### config.mk
export PLATFORM = sky130hd
export DESIGN_NAME = click_req_src
export DESIGN_NICKNAME = d
export VERILOG_FILES = /design/src/rtl/click_req_src.sv
export SDC_FILE = /design/constraint.sdc
export NUM_CORES = 1
export LEC_CHECK = 0
export ABC_AREA = 1
export BUFFER_PORTS_ARGS = -buffer_cell sky130_fd_sc_hd__buf_2
export CAP_MARGIN = 10
export CORE_ASPECT_RATIO = 1.1
export CORE_MARGIN = 2
export CORE_UTILIZATION = 35
export DETAILED_ROUTE_END_ITERATION = 7
export GPL_ROUTABILITY_DRIVEN = 1
export GPL_TIMING_DRIVEN = 0
export HOLD_SLACK_MARGIN = 0.12
export PLACE_DENSITY_LB_ADDON = 0.1
export RECOVER_POWER = 50
export SYNTH_ARGS = -nofsm -noshare
export SYNTH_HDL_FRONTEND = slang
export SYNTH_SLANG_ARGS = --single-unit
export TNS_END_PERCENT = 20
### constraint.sdc
create_clock -name clk -period 2.1 [get_ports clk]
set_clock_uncertainty 0.2 [all_clocks]
set_input_delay 0.21 -clock clk [delete_from_list [all_inputs] [get_ports clk]]
set_output_delay 0.21 -clock clk [all_outputs]
set_load 0.005 [all_outputs]
### src/rtl/click_req_src.sv
// Debounced push-button request source for a two-phase click handshake.
// Issues one request toggle per clean press, tracks the acknowledge and flags late or stray acks.
module click_req_src #(
    parameter int unsigned DEBOUNCE_CYCLES = 200000,
    parameter int unsigned TIMEOUT_CYCLES  = 1000000,
    parameter int unsigned CNT_W           = 16
) (
    input  logic             clk,
    input  logic             rst_n,
    input  logic             btn,
    input  logic             ack_in,
    input  logic             clr_err,
    output logic             req_out,
    output logic             busy,
    output logic             timeout_err,
    output logic             proto_err,
    output logic [CNT_W-1:0] req_cnt
);

    localparam int unsigned DB_W = $clog2(DEBOUNCE_CYCLES);
    localparam int unsigned TM_W = $clog2(TIMEOUT_CYCLES);

    localparam logic ST_IDLE = 1'b0;
    localparam logic ST_WAIT = 1'b1;

    logic btn_m, btn_s, ack_m, ack_s;

    always_ff @(posedge clk or negedge rst_n) begin
        if (!rst_n) begin
            btn_m <= 1'b0;
            btn_s <= 1'b0;
            ack_m <= 1'b0;
            ack_s <= 1'b0;
        end else begin
            btn_m <= btn;
            btn_s <= btn_m;
            ack_m <= ack_in;
            ack_s <= ack_m;
        end
    end

    logic            btn_db, btn_db_prev;
    logic [DB_W-1:0] db_cnt;
    logic            press;

    // Counter value DEBOUNCE_CYCLES-2 means this edge is the one where it would reach the limit.
    always_ff @(posedge clk or negedge rst_n) begin
        if (!rst_n) begin
            btn_db      <= 1'b0;
            btn_db_prev <= 1'b0;
            db_cnt      <= '0;
        end else begin
            btn_db_prev <= btn_db;
            if (btn_s == btn_db) begin
                db_cnt <= '0;
            end else if (db_cnt == DB_W'(DEBOUNCE_CYCLES - 2)) begin
                btn_db <= btn_s;
                db_cnt <= '0;
            end else begin
                db_cnt <= db_cnt + 1'b1;
            end
        end
    end

    assign press = btn_db & ~btn_db_prev;

    logic             state_q, state_d;
    logic             req_q, req_d;
    logic [TM_W-1:0]  timer_q, timer_d;
    logic [CNT_W-1:0] cnt_q, cnt_d;
    logic             terr_q, terr_d, terr_set;
    logic             perr_q, perr_d, perr_set;

    always_comb begin
        state_d  = state_q;
        req_d    = req_q;
        timer_d  = timer_q;
        cnt_d    = cnt_q;
        terr_set = 1'b0;
        perr_set = 1'b0;
        case (state_q)
            ST_IDLE: begin
                // A stray ack is flagged but not realigned; only a press restores equality.
                if (ack_s != req_q) begin
                    perr_set = 1'b1;
                end
                if (press) begin
                    req_d   = ~req_q;
                    timer_d = '0;
                    state_d = ST_WAIT;
                end
            end
            ST_WAIT: begin
                if (ack_s == req_q) begin
                    cnt_d   = cnt_q + 1'b1;
                    state_d = ST_IDLE;
                end else if (timer_q == TM_W'(TIMEOUT_CYCLES - 1)) begin
                    terr_set = 1'b1;
                end else begin
                    timer_d = timer_q + 1'b1;
                end
            end
        endcase
        terr_d = terr_set | (terr_q & ~clr_err);
        perr_d = perr_set | (perr_q & ~clr_err);
    end

    always_ff @(posedge clk or negedge rst_n) begin
        if (!rst_n) begin
            state_q <= ST_IDLE;
            req_q   <= 1'b0;
            timer_q <= '0;
            cnt_q   <= '0;
            terr_q  <= 1'b0;
            perr_q  <= 1'b0;
        end else begin
            state_q <= state_d;
            req_q   <= req_d;
            timer_q <= timer_d;
            cnt_q   <= cnt_d;
            terr_q  <= terr_d;
            perr_q  <= perr_d;
        end
    end

    assign req_out     = req_q;
    assign busy        = (state_q == ST_WAIT);
    assign timeout_err = terr_q;
    assign proto_err   = perr_q;
    assign req_cnt     = cnt_q;

endmodule
==> results.json <==
{
  "status": "finished, final reports clean",
  "holdWs_ns": 0.150,
  "gp_congestion": 0.774,
  "synth-edff-count": 0,
  "insertion_delay_ns": 0.34,
  "cp.arrival_ns": 1.86,
  "finalPower_mw": 2.73,
  "first_global_vias": 2779,
  "detail-route-antenna-nets": 0,
  "synth_cell_types": 28,
  "synth_nets": 461,
  "slew_viol_final": 0,
  "drc": 0,
  "cp_slowest_cell": "dfrtp_1",
  "antenna_found_initial": 0,
  "ys_warn_count": 0,
  "rows": 38,
  "clock_sinks": 64,
  "synthFlopType": "dfrtp_1",
  "grt.overflow.total": 0,
  "synth-seq-cells": 64,
  "endpoint_kind": "register",
  "fp.dieW_um": 98.7,
  "finalCritPeriodShare": 0.872,
  "p_leak_nw": 1.91,
  "hp-class": "register to register",
  "hold_viol_final": 0,
  "synth_area_leaders": "dfrtp_1 (46%), nand2_1 (15%), nor2_1 (7.6%)",
  "regMostFlops": "timer_q",
  "syn_inst": 452,
  "grt_max_degree": 65,
  "die_h_um": 108,
  "critical_path.top_delay_family": "simple AND/OR/NAND/NOR gates",
  "cts_tree": "done",
  "yosysTopAreaCell": "dfrtp_1",
  "core_region_area_um2": 9750,
  "path_max_fanout": 10,
  "avgSynthCellArea_um2": 7.63,
  "clk_pin_slew_ns": 0.07,
  "clockBufferDepth": 2,
  "ir_worst_vdd_mv": 0.512,
  "fin_crit_ns": 1.83,
  "maxSlewHeadroom": 0.393,
  "cp_cell_sequence": "ha_1 > nand3_1 > nor2_2 > nand3_2 > nand2_2 > nand2_2 > buf_2 > nand3_1 > nand2_1",
  "port-buffer-count": 24,
  "fin_area_um2": 4020,
  "n_antenna_cell": 0,
  "grt_setup_unrepaired": "no",
  "gr-usage-all-layers": 0.151,
  "htreeDepth": 3,
  "placed_cells": 596,
  "dp_hpwl_um": 5160,
  "max-cap-violations": 0,
  "synth.cell_area_um2": 3450,
  "critPathKind": "register to register",
  "largest_reg_flops": 20,
  "dpl_cell_area_um2": 3720,
  "tightest_slew_ns": 0.911,
  "wl_um": 7420,
  "die_area_um2": 10700,
  "first_iter_violations": 123,
  "fmax_ghz": 0.546,
  "wl_per_cell_um": 12.0,
  "setup_viol": 0,
  "utilization": 0.413,
  "ys_seq_area_frac": 0.464,
  "grt_pass1_wl_um": 13000,
  "pwr_density_cell_nw_per_um2": 679,
  "instances_no_fill": 616,
  "setup_tns_ns": 0,
  "drtPass1Iterations": 4,
  "syn2layout_area_growth_pct": 16.6,
  "pin_count": 25,
  "required_ns": 2.13,
  "vias": 2832,
  "final_nets": 500,
  "root_buffer": "clkbuf_8",
  "finalWorstSetupSlack_ns": 0.269,
  "via_per_inst": 4.60,
  "numCtsBuffers": 9,
  "slowest_delay_ns": 0.38,
  "initial_core_util": 0.354,
  "ys_async_sr_fraction": 1.00,
  "synth.top_cell.area_share": 0.464,
  "crit_buf_inv": 1,
  "drive_above_1_share": 0.123,
  "start_kind": "register",
  "pre_cts_ws_ns": 0.124
}
==> logic make-up after synthesis <==
family,after synthesis,synth area share
adders and majority gates,4,0.0145
and+or+nand+nor,269,0.337
xor gates and xnor gates,27,0.0686
buffers and inverters,60,0.0707
AOI/OAI and AO/OA,28,0.0450
DFF,64,0.464
==> where the power goes <==
part,switching [mW],internal [mW],leakage (nW),total [mW]
registers,0.00664,1.24,0.880,1.25
logic,0.0411,0.0171,0.909,0.0581
clock network,0.514,0.910,0.126,1.42
==> area by class of cell <==
| type | instances | area, um^2 |
|---|---|---|
| buffer | 6 | 40.0 |
| sequential | 64 | 1600 |
| tap | 120 | 150 |
| clock buffer | 9 | 124 |
| inverter | 54 | 203 |
| clock inverter | 7 | 144 |
| multi-input combinational | 328 | 1610 |
| timing repair buffer | 28 | 154 |
| fill | 992 | 5720 |
==> what timing repair did <==
action	CTS	global route
endpoints found under the hold margin	68	0
setup buffers	0	0
gates resized for setup	0	1
setup endpoints to repair	0	4
hold buffers	4	0
==> cells in the final DEF, fill, tap and decap left out, drive strengths merged, types with 7 or more instances in the layout <==
cell and count:
buf 22, o21ai 14, clkbuf 17, a21oi 8, nand3 26, xor2 19
nand2 141, nand4 7, xnor2 8, inv 54, nor3 14, nor2 79
dfrtp 64
==> cells in the mapped netlist (2+ instances only) <==
| library cell | count |
|---|---|
| a21oi_1 | 8 |
| a31oi_1 | 2 |
| buf_2 | 3 |
| buf_6 | 2 |
| dfrtp_1 | 64 |
| ha_1 | 4 |
| inv_1 | 50 |
| inv_2 | 4 |
| nand2_1 | 135 |
| nand2_2 | 5 |
| nand3_1 | 24 |
| nand3_2 | 2 |
| nand3b_1 | 2 |
| nand4_1 | 7 |
| nor2_1 | 70 |
| nor2_2 | 5 |
| nor2_4 | 4 |
| nor3_1 | 13 |
| o21ai_0 | 14 |
| xnor2_1 | 8 |
| xor2_1 | 19 |
==> path summary, 6_finish.rpt <==
| check | from | endpoint | slack [ns] | depth (start not counted) |
|---|---|---|---|---|
| setup / recovery | timer_q[0]$_DFFE_PN0P_ | timer_q[11]$_DFFE_PN0P_ | 0.27 | 9 |
| min in group asynchronous | rst_n | timer_q[15]$_DFFE_PN0P_ | 0.33 | 2 |
| hold / removal | btn_m$_DFF_PN0_ | btn_s$_DFF_PN0_ | 0.15 | 0 |
| max in group asynchronous | rst_n | btn_db_prev$_DFF_PN0_ | 0.74 | 2 |
| setup reg to reg | timer_q[0]$_DFFE_PN0P_ | timer_q[11]$_DFFE_PN0P_ | 0.27 | 9 |
| hold reg to reg | btn_m$_DFF_PN0_ | btn_s$_DFF_PN0_ | 0.15 | 0 |
==> layer usage <==
layer / global-route usage / wire (um) / vias up
li1: - / - / 1484
met1: 0.198 / 3670 / 1314
met2: 0.248 / 3490 / 24
met3: 0.0233 / 153 / 10
met4: 0.0646 / 107 / 0
met5: 0 / 0 / -
Power figures use the tool's default switching activity.
